==> config.mk <==
export PLATFORM = sky130hd
export DESIGN_NAME = nco_multi
export DESIGN_NICKNAME = d
export VERILOG_FILES = /design/src/rtl/nco_pkg.sv /design/src/rtl/nco_channel.sv /design/src/rtl/nco_multi.sv
export SDC_FILE = /design/constraint.sdc
export NUM_CORES = 1
export LEC_CHECK = 0
export CORE_MARGIN = 8
export CORE_UTILIZATION = 35
export DETAILED_ROUTE_END_ITERATION = 12
export GPL_ROUTABILITY_DRIVEN = 1
export PLACE_DENSITY = 0.6
export SYNTH_ARGS = -nofsm -noshare
export SYNTH_HDL_FRONTEND = slang
export SYNTH_SLANG_ARGS = --single-unit
==> constraint.sdc <==
create_clock -name clk -period 3.6 [get_ports clk]
set_input_delay 1.08 -clock clk [delete_from_list [all_inputs] [get_ports clk]]
set_output_delay 1.08 -clock clk [all_outputs]
set_load 0.02 [all_outputs]
==> src/rtl/nco_pkg.sv <==
// nco_pkg: shared definitions for the multi-channel NCO.
//   - wave_sel_e    : waveform select encoding
//   - DEF_*         : default widths used by nco_multi / nco_channel
//   - sine_lut_entry: quarter-wave sine table generator (elaboration-time only)
package nco_pkg;

    localparam int DEF_NUM_CH         = 4;
    localparam int DEF_PHASE_WIDTH    = 16;
    localparam int DEF_WAVE_WIDTH     = 8;
    localparam int DEF_SELECT_WIDTH   = 3;
    localparam int DEF_LUT_ADDR_WIDTH = 6;

    typedef enum logic [2:0] {
        WAVE_OFF    = 3'd0,
        WAVE_SINE   = 3'd1,
        WAVE_SQUARE = 3'd2,
        WAVE_TRI    = 3'd3,
        WAVE_SAW    = 3'd4
    } wave_sel_e;

    // Magnitude of quarter-wave entry idx, sampled at bin centres so the
    // table is symmetric under the address inversion used for quadrants 1/3.
    // Result is always non-negative, so +0.5 then truncate rounds to nearest.
    function automatic int sine_lut_entry(input int idx, input int addr_w, input int wave_w);
        real amp;
        real ang;
        amp = real'((1 << (wave_w - 1)) - 1);
        ang = 3.14159265358979323846 / 2.0 * (real'(idx) + 0.5) / real'(1 << addr_w);
        return $rtoi(amp * $sin(ang) + 0.5);
    endfunction

endpackage

==> src/rtl/nco_channel.sv <==
// nco_channel: one NCO lane.
//   Holds the channel's config (ftw, phase offset, select), its phase
//   accumulator and a 2-stage output pipeline:
//     stage 1: phase_q   <= acc_q + offset
//     stage 2: wave_q    <= waveform(sel, phase_q)
// Ports:
//   clk, rst_n       clock / async active-low reset
//   wr_i             config write hit for this channel
//   clr_i            clear accumulator together with the write
//   sync_i           global phase alignment (acc cleared, overrides all)
//   en_i             run enable
//   ftw_i/off_i/sel_i config values loaded on wr_i
//   wave_o, valid_o  output sample and its valid
module nco_channel
    import nco_pkg::*;
#(
    parameter int PHASE_WIDTH    = DEF_PHASE_WIDTH,
    parameter int WAVE_WIDTH     = DEF_WAVE_WIDTH,
    parameter int SELECT_WIDTH   = DEF_SELECT_WIDTH,
    parameter int LUT_ADDR_WIDTH = DEF_LUT_ADDR_WIDTH
) (
    input  logic                    clk,
    input  logic                    rst_n,
    input  logic                    wr_i,
    input  logic                    clr_i,
    input  logic                    sync_i,
    input  logic                    en_i,
    input  logic [PHASE_WIDTH-1:0]  ftw_i,
    input  logic [PHASE_WIDTH-1:0]  off_i,
    input  logic [SELECT_WIDTH-1:0] sel_i,
    output logic [WAVE_WIDTH-1:0]   wave_o,
    output logic                    valid_o
);

    localparam int STAGES = 2;
    localparam int MSB    = PHASE_WIDTH - 1;
    localparam int LUT_N  = 1 << LUT_ADDR_WIDTH;
    localparam logic [WAVE_WIDTH-1:0] MID  = WAVE_WIDTH'(1 << (WAVE_WIDTH - 1));
    localparam logic [WAVE_WIDTH-1:0] FULL = {WAVE_WIDTH{1'b1}};

    typedef struct packed {
        logic [PHASE_WIDTH-1:0]  ftw;
        logic [PHASE_WIDTH-1:0]  off;
        logic [SELECT_WIDTH-1:0] sel;
    } ch_cfg_t;

    ch_cfg_t                  cfg_d,      cfg_q;
    logic [PHASE_WIDTH-1:0]   acc_d,      acc_q;
    logic [PHASE_WIDTH-1:0]   phase_d,    phase_q;
    logic [WAVE_WIDTH-1:0]    wave_d,     wave_q;
    logic [STAGES:1]          vld_pipe_d, vld_pipe_q;

    // Quarter-wave table, folded to constants at elaboration.
    logic [LUT_N-1:0][WAVE_WIDTH-1:0] lut;
    for (genvar i = 0; i < LUT_N; i++) begin : g_lut
        localparam int MAG = sine_lut_entry(i, LUT_ADDR_WIDTH, WAVE_WIDTH);
        assign lut[i] = WAVE_WIDTH'(MAG);
    end

    logic [1:0]                quad;
    logic [LUT_ADDR_WIDTH-1:0] lut_addr;
    logic [WAVE_WIDTH-1:0]     sine_mag;
    logic [WAVE_WIDTH-1:0]     tri_t;

    always_comb begin
        cfg_d = cfg_q;
        if (wr_i) cfg_d = '{ftw: ftw_i, off: off_i, sel: sel_i};

        // Accumulate uses the ftw already registered; a new ftw takes
        // effect from the cycle after the write.
        acc_d = acc_q;
        if (sync_i)              acc_d = '0;
        else if (wr_i && clr_i)  acc_d = '0;
        else if (en_i)           acc_d = acc_q + cfg_q.ftw;

        phase_d    = acc_q + cfg_q.off;
        vld_pipe_d = {vld_pipe_q[STAGES-1:1], en_i};

        quad     = phase_q[MSB -: 2];
        lut_addr = phase_q[MSB-2 -: LUT_ADDR_WIDTH];
        // Quadrants 1 and 3 run the quarter table backwards.
        if (quad[0]) lut_addr = ~lut_addr;
        sine_mag = lut[lut_addr];
        tri_t    = phase_q[MSB-1 -: WAVE_WIDTH];

        case (cfg_q.sel)
            SELECT_WIDTH'(WAVE_SINE):   wave_d = quad[1] ? (MID - sine_mag) : (MID + sine_mag);
            SELECT_WIDTH'(WAVE_SQUARE): wave_d = phase_q[MSB] ? '0 : FULL;
            SELECT_WIDTH'(WAVE_TRI):    wave_d = phase_q[MSB] ? ~tri_t : tri_t;
            SELECT_WIDTH'(WAVE_SAW):    wave_d = phase_q[MSB -: WAVE_WIDTH];
            default:                    wave_d = '0;
        endcase
    end

    always_ff @(posedge clk or negedge rst_n) begin
        if (!rst_n) begin
            cfg_q      <= '0;
            acc_q      <= '0;
            phase_q    <= '0;
            wave_q     <= '0;
            vld_pipe_q <= '0;
        end else begin
            cfg_q      <= cfg_d;
            acc_q      <= acc_d;
            phase_q    <= phase_d;
            wave_q     <= wave_d;
            vld_pipe_q <= vld_pipe_d;
        end
    end

    assign wave_o  = wave_q;
    assign valid_o = vld_pipe_q[STAGES];

    // Low phase bits only matter through the accumulator carry chain.
    logic unused_phase_bits;
    assign unused_phase_bits = ^phase_q;

endmodule

==> src/rtl/nco_multi.sv <==
// nco_multi: NUM_CH independent NCO channels behind one config port.
//   Config write (cfg_valid && cfg_ready) to cfg_ch < NUM_CH loads that
//   channel's ftw / phase offset / select, optionally clearing its
//   accumulator. An out-of-range cfg_ch changes nothing and pulses cfg_err
//   for one cycle.
// Ports:
//   clk, rst_n                          clock / async active-low reset
//   cfg_valid, cfg_ready                config handshake (ready=1 out of reset)
//   cfg_ch, cfg_ftw, cfg_phase_off,
//   cfg_sel, cfg_clr_phase              config payload
//   cfg_err                             out-of-range channel pulse
//   sync_in                             (NCO_PHASE_SYNC_EN only) clear all accs
//   enable                              per-channel run enable
//   wave_out                            lane n at [n*WAVE_WIDTH +: WAVE_WIDTH]
//   wave_valid                          per-lane sample valid
// Build option: define NCO_PHASE_SYNC_EN to add sync_in.
module nco_multi
    import nco_pkg::*;
#(
    parameter int NUM_CH         = DEF_NUM_CH,
    parameter int PHASE_WIDTH    = DEF_PHASE_WIDTH,
    parameter int WAVE_WIDTH     = DEF_WAVE_WIDTH,
    parameter int SELECT_WIDTH   = DEF_SELECT_WIDTH,
    parameter int LUT_ADDR_WIDTH = DEF_LUT_ADDR_WIDTH
) (
    input  logic                         clk,
    input  logic                         rst_n,
    input  logic                         cfg_valid,
    output logic                         cfg_ready,
    input  logic [$clog2(NUM_CH):0]      cfg_ch,
    input  logic [PHASE_WIDTH-1:0]       cfg_ftw,
    input  logic [PHASE_WIDTH-1:0]       cfg_phase_off,
    input  logic [SELECT_WIDTH-1:0]      cfg_sel,
    input  logic                         cfg_clr_phase,
    output logic                         cfg_err,
`ifdef NCO_PHASE_SYNC_EN
    input  logic                         sync_in,
`endif
    input  logic [NUM_CH-1:0]            enable,
    output logic [NUM_CH*WAVE_WIDTH-1:0] wave_out,
    output logic [NUM_CH-1:0]            wave_valid
);

    localparam int CH_W = $clog2(NUM_CH) + 1;

    logic              ready_d, ready_q;
    logic              err_d,   err_q;
    logic              cfg_fire;
    logic              ch_ok;
    logic [NUM_CH-1:0] wr_hit;
    logic              sync_all;

    logic [NUM_CH-1:0][WAVE_WIDTH-1:0] wave_lane;

`ifdef NCO_PHASE_SYNC_EN
    assign sync_all = sync_in;
`else
    assign sync_all = 1'b0;
`endif

    always_comb begin
        ready_d  = 1'b1;
        cfg_fire = cfg_valid && ready_q;
        ch_ok    = cfg_ch < CH_W'(NUM_CH);
        err_d    = cfg_fire && !ch_ok;
        for (int n = 0; n < NUM_CH; n++) begin
            wr_hit[n] = cfg_fire && ch_ok && (cfg_ch == CH_W'(n));
        end
    end

    always_ff @(posedge clk or negedge rst_n) begin
        if (!rst_n) begin
            ready_q <= 1'b0;
            err_q   <= 1'b0;
        end else begin
            ready_q <= ready_d;
            err_q   <= err_d;
        end
    end

    assign cfg_ready = ready_q;
    assign cfg_err   = err_q;

    for (genvar n = 0; n < NUM_CH; n++) begin : g_ch
        nco_channel #(
            .PHASE_WIDTH    (PHASE_WIDTH),
            .WAVE_WIDTH     (WAVE_WIDTH),
            .SELECT_WIDTH   (SELECT_WIDTH),
            .LUT_ADDR_WIDTH (LUT_ADDR_WIDTH)
        ) u_ch (
            .clk     (clk),
            .rst_n   (rst_n),
            .wr_i    (wr_hit[n]),
            .clr_i   (cfg_clr_phase),
            .sync_i  (sync_all),
            .en_i    (enable[n]),
            .ftw_i   (cfg_ftw),
            .off_i   (cfg_phase_off),
            .sel_i   (cfg_sel),
            .wave_o  (wave_lane[n]),
            .valid_o (wave_valid[n])
        );
    end

    assign wave_out = wave_lane;

endmodule
## Word-level counts from Yosys, hierarchy flattened

Memory sizes are Yosys's and may differ from the RTL's.
Index checks and enable logic that the tools add are counted.

| storage, ports and cells | value |
|---|---|
| memories | 4 |
| output and inout bits | 38 |
| memory bits (read-only) | 2048 |
| flip-flop bits (word level) | 310 |
| word-level logic and storage cells | 131 |

| cells by class | value |
|---|---|
| add/sub/neg operators | 16 |
| reduce and logical (&&, ||, !) cells | 17 |
| magnitude comparators | 5 |
| mux-type cells | 32 |
| bitwise operators | 8 |
| equality and inequality tests | 19 |

Memories:

| name | depth | bits a word | rd ports | clocked after memory_dff | write ports | line | source |
|---|---|---|---|---|---|---|---|
| (name not given) | 64 | 8 | 1 | 0 | 0 | nco_channel.sv:83 | `sine_mag = lut[lut_addr];` |
| (name not given) | 64 | 8 | 1 | 0 | 0 | nco_channel.sv:83 |  |
| (name not given) | 64 | 8 | 1 | 0 | 0 | nco_channel.sv:83 |  |
| (name not given) | 64 | 8 | 1 | 0 | 0 | nco_channel.sv:83 |  |

Operator list:

| cell | number |
|---|---|
| adder 16 bit | 8 |
| 2-to-1 mux 16 bit | 8 |
| 2-to-1 mux 8 bit | 16 |
| one-hot mux 8 bit (4 select lines) | 4 |
| adder 8 bit, first input constant | 4 |
| inverter 8 bit | 4 |
| subtractor 8 bit, first input constant | 4 |
| equality test 3 x 2 -> 1 bit, second input constant | 10 |
| < comparator 6 x 7 -> 1 bit, second input constant | 4 |
| 2-to-1 mux 6 bit | 4 |
| inverter 6 bit | 4 |
| equality test 3 x 1 -> 1 bit, second input constant | 5 |
| equality test 3 bit, second input constant | 4 |
| logical AND 1 bit | 11 |
| nonzero test 2 bit | 4 |
| zero test 3 bit | 1 |
| < comparator 3 bit, second input constant | 1 |
| zero test 1 bit | 1 |

## Longest topological paths before layout

| depth | value |
|---|---|
| word-level depth | 7 |
| gate-level depth with buffers | 17 |
| gate-level depth less buffers | 14 |

## Hierarchy

A second synthesis with hierarchy kept.

| second synthesis, totals | value |
|---|---|
| cells, all modules | 2278 |
| area total of the unflattened synthesis | 21470.6 um2 |

Modules (own cells, without submodules):

| module | area an instance (um2) | instances | cells an instance | seq. area each (um2) |
|---|---|---|---|---|
| nco_channel (g_ch[0].u_ch ...) | 5336.4 | 2 | 567 | 1751.7 |
| nco_channel (g_ch[2].u_ch) | 5400.2 | 1 | 584 | 1751.7 |
| nco_channel (g_ch[3].u_ch) | 5290.1 | 1 | 550 | 1751.7 |
| nco_multi | 107.6 | 1 | 10 | 50.0 |

## Least setup slack after synthesis

Ideal clock, no wire load.

| timing | value |
|---|---|
| kind | register to register |
| from | register g_ch[1].u_ch.phase_q[14] |
| to | register g_ch[1].u_ch.wave_q[5] |
| setup slack | -0.011 ns |
| data arrival time | 3.542 ns |
| data required time | 3.531 ns |
| buffers on the path | 4 |
| cell stages (with the launch flop) | 14 |
| cells stage by stage | dfrtp_1 buf_2 buf_4 buf_2 buf_2 xor2_1 ha_1 or3b_2 a21oi_1 nor4_1 a2111oi_4 a21bo_2 or4b_1 nand3_1 |

| on the way | value |
|---|---|
| word-level cells in the longest chain between the ends | 6 |

Ends and longest elaborated chain:

| item | line | source |
|---|---|---|
| from (decl) | nco_channel.sv:49 | `logic [PHASE_WIDTH-1:0] phase_d, phase_q;` |
| from (signal assigned) | nco_channel.sv:105 | `phase_q <= phase_d;` |
| 2-to-1 mux 6 bit (*) | nco_channel.sv:82 | `if (quad[0]) lut_addr = ~lut_addr;` |
| memory read (64 x 8 bit) (*) | - |  |
| 2-to-1 mux 8 bit (implied by the code) (*) | nco_channel.sv:83 |  |
| adder 8 bit or subtractor 8 bit (tied branches) | nco_channel.sv:87 | `SELECT_WIDTH'(WAVE_SINE): wave_d = quad[1] ? (MID - sine_mag) : (MID + sine_mag);` |
| 2-to-1 mux 8 bit (*) | nco_channel.sv:87 |  |
| one-hot mux 8 bit (4 select lines) (*) | nco_channel.sv:86 | `case (cfg_q.sel)` |
| net g_ch[1].u_ch.wave_d[5] | nco_channel.sv:50 | `logic [WAVE_WIDTH-1:0] wave_d, wave_q;` |
| to (signal assigned) | nco_channel.sv:106 | `wave_q <= wave_d;` |
| to (decl) | nco_channel.sv:50 |  |

Mark *: on every way through the listed nets, which the timed path passes. The rest lies on a longest branch. The select of a mux whose other input is x is not followed.
A chain may end at the register's enable or synchronous reset.

## Worst setup path in the final report

| timing | value |
|---|---|
| from | register g_ch[0].u_ch.phase_q[14] |
| to | register g_ch[0].u_ch.wave_q[6] |

| on the way | value |
|---|---|
| word-level cells in the longest chain between the ends | 6 |

Ends and longest elaborated chain:

| item | line |
|---|---|
| from (decl) | nco_channel.sv:49 |
| from (signal assigned) | nco_channel.sv:105 |
| 2-to-1 mux 6 bit | nco_channel.sv:82 |
| memory read (64 x 8 bit) | - |
| 2-to-1 mux 8 bit (implied by the code) | nco_channel.sv:83 |
| adder 8 bit or subtractor 8 bit (tied branches) | nco_channel.sv:87 |
| 2-to-1 mux 8 bit | nco_channel.sv:87 |
| one-hot mux 8 bit (4 select lines) (*) | nco_channel.sv:86 |
| net g_ch[0].u_ch.wave_d[6] | nco_channel.sv:50 |
| to (signal assigned) | nco_channel.sv:106 |
| to (decl) | nco_channel.sv:50 |

Marked as above.

==> metrics <==
Setup TNS Final 0 ns; # Max-Cap Violations 0; Slew @ Worst Pin 0.968 ns; CTS tree yes; Synth cell types 86; number of remaining DRC errors 0; count leader, synth dfrtp_1; I/O pin count 84; vias in the first global route around 17k; Skew-Pair Late Insertion Delay 0.56 ns; Worst Hold Depth 0; Initial Util 0.354; Yosys Warn Count 0; critical path launch point type flip-flop; DP HPWL between 40 and 50 mm; CTS Root Cell clkbuf_16; R2R depth 13; Mapped Area 0.0208 mm²; Iter 0 DRT Violations 1,448; crit path from g_ch[0].u_ch.phase_q[14]; synthesis-to-layout area growth 15.0%; I/O Buffers 83; CORE AREA 0.0589 mm²; Clock Skew 0.0219 ns; vias 17.4k; Synth Area in Adders 0.0957; Hold-fix buffers, CTS 0; share of layout cells above drive strength 1 0.141; Net Count, Synth between 2k and 2.5k; P per Cell Area 1040 mW/mm²; RSZ-0062 raised after global routing false; XOR/XNOR Fraction of Synth Area 0.0475; sequential element share of the synthesized area 0.339; full die area 0.0676 mm²; count of nets after finishing ~2.5k; first-pass GRT wire length 92.7 mm; largest family of logic cells by synthesized area compound AO/OA/AOI/OAI gates; normalized max-slew margin 0.355; Hold Path Class flip-flop to flip-flop; Total Routed Length 57.9 mm; FP Rows between 80 and 90; status complete, no violations; 1st-pass router iterations 6; Worst R2R Start g_ch[0].u_ch.phase_q[14]; Antenna Nets Post-Route 0; Storage cell area 0.00706 mm²; Post-CTS Resized 0; Num CTS Buffers 36; worst vdd ir 0.478 mV; Fill cells 5,655; GPL Wtd Cong between 0.9 and 1; Non-Filler Instances about 3.1k; initial antenna violation count 2; final hold vios 0; largest area contributor in the netlist dfrtp_1; dpl cells roughly 3.0k; CP max FO 6; Die W around 260 µm; area share of the largest cell type after synthesis 0.339; #FFs+latches synth 282; syn avg cell area a little over 9 µm²; post-synthesis mux area share 0.121; asr flop ratio synth 1.00; Synth Area in Simple Gates 0.160; clock period minus worst slack 3.23 ns; pin count of the biggest net entering global routing 83; commonest cells in the netlist dfrtp_1, nor2_1, a21oi_1, ha_1, mux2_2; H-tree Lvls 2; Multi-input gate area 0.0130 mm²; leakage 10.4 nW; critical path required time 4.00 ns; Compound-Gate Fraction of Synth Area 0.197; HP Start g_ch[1].u_ch.vld_pipe_q[1]; synthesized instance count 2,248; Clock Tree Buf Depth 3; total global routing track utilization 0.166; clk sinks 282; Die Ht 260 µm; main flop type after synthesis dfrtp_1; routed len/inst roughly 19 µm; f_max around 310 MHz; setup violators final 0; GR Overflow Total 0; crit path DAT 3.63 ns; Worst-path clk slew 0.06 ns; Area contributors post-synth dfrtp_1, ha_1, mux2_2; CP Capture Type flip-flop; via/cell ratio 5.59; Pins Over Slew Limit 0; part of the cycle the worst path needs 0.898; number of synthesized flops with an enable pin 0; Setup CP Type flip-flop to flip-flop; postcts setup bufs 0
-- final timing paths --
kind                       slack, ns                         end
setup / recovery                0.37      g_ch[0].u_ch.wave_o[6]
hold / removal                  0.35  g_ch[1].u_ch.vld_pipe_q[2]
min in group asynchronous       0.51       g_ch[0].u_ch.acc_q[2]
max in group asynchronous       2.18      g_ch[0].u_ch.wave_o[6]
hold reg to reg                 0.35  g_ch[1].u_ch.vld_pipe_q[2]
setup reg to reg                0.37      g_ch[0].u_ch.wave_o[6]
-- final cells by class --
| cell class | count | share of cell area |
|---|---|---|
| Multi-Input combinational cell | 1762 | 0.541 |
| Sequential cell | 282 | 0.294 |
| Timing Repair Buffer | 154 | 0.0602 |
| Clock buffer | 48 | 0.0420 |
| Tap cell | 773 | 0.0404 |
| Inverter | 69 | 0.0108 |
| Clock inverter | 17 | 0.0106 |
| Antenna cell | 2 | 0.000209 |
-- logic make-up (layout without fill, tap and decap cells) --
kind of cell / Yosys count / after routing
flops: 282 / 282
other cells: 1 / 3
simple gates: 637 / 637
compound gates: 622 / 622
buf+inv: 204 / 288
fa+ha+maj: 157 / 157
mux: 232 / 232
xor+xnor: 113 / 113
-- through the flow --
stage	total power [mW]	hold WS (ns)	area, µm²	utilization	setup slack, ns
floorplan	16.8	0.331	20800	-	0.0300
global placement	20.6	0.334	22700	0.385	0.461
detailed placement	20.9	0.339	22700	0.385	0.408
CTS	24.9	0.343	24000	0.407	0.390
global route	27.0	0.344	24000	0.407	0.0730
finish	24.9	0.346	24000	0.407	0.368
-- state kept, by name, indices dropped and copies added (netlist names) --
| register | cells |
|---|---|
| g_ch.u_ch.wave_o | 32 |
| cfg_err | 1 |
| cfg_ready | 1 |
| g_ch.u_ch.cfg_q | 140 |
| g_ch.u_ch.vld_pipe_q | 8 |
| g_ch.u_ch.acc_q | 64 |
| g_ch.u_ch.phase_q | 36 |
-- metal layers --
| metal | part of all wire | up-vias | routed length (µm) | GRT usage |
|---|---|---|---|---|
| met5 | 0 | - | 0 | 0 |
| met4 | 0.025 | 0 | 1440 | 0.0496 |
| li1 | - | 8382 | - | - |
| met1 | 0.46 | 8447 | 26800 | 0.227 |
| met2 | 0.46 | 464 | 26700 | 0.268 |
| met3 | 0.050 | 90 | 2910 | 0.0272 |
-- power breakdown --
group,internal (mW),switching [mW]
Sequential,4.29,1.43
Clock,2.35,1.49
Combinational,6.64,8.75
-- cell usage in the layout, fill, tap and decap left out, types with 28 or more instances in the layout --
master / synthesis / routed
nand2_1: 122 / 122
xnor2_1: 66 / 66
nor2_1: 173 / 172
o22ai_1: 29 / 29
nand2b_1: 41 / 41
ha_1: 153 / 153
clkdlybuf4s50_1: 0 / 82
a21o_1: 43 / 43
mux2i_1: 80 / 80
nor2b_1: 51 / 51
nand3_1: 45 / 44
inv_1: 66 / 66
nor3_1: 39 / 39
mux2_2: 151 / 151
dfrtp_1: 282 / 282
xor2_1: 47 / 46
a31oi_1: 28 / 28
buf_4: 6 / 65
o21ai_0: 118 / 118
clkbuf_16: 0 / 37
a21oi_1: 165 / 165
-- critical path, cell delays in order, from the launching register on --
cell and delay (ns):
dfrtp_1 0.42, xor2_1 0.42, inv_1 0.15, ha_1 0.30
a21boi_0 0.20, a22oi_1 0.10, o221ai_1 0.29, a22oi_1 0.16
inv_1 0.08, ha_1 0.16, o211ai_1 0.11, o41ai_1 0.43
xor2_1 0.19, o21ai_1 0.07
(Power assumes the default switching activity.)
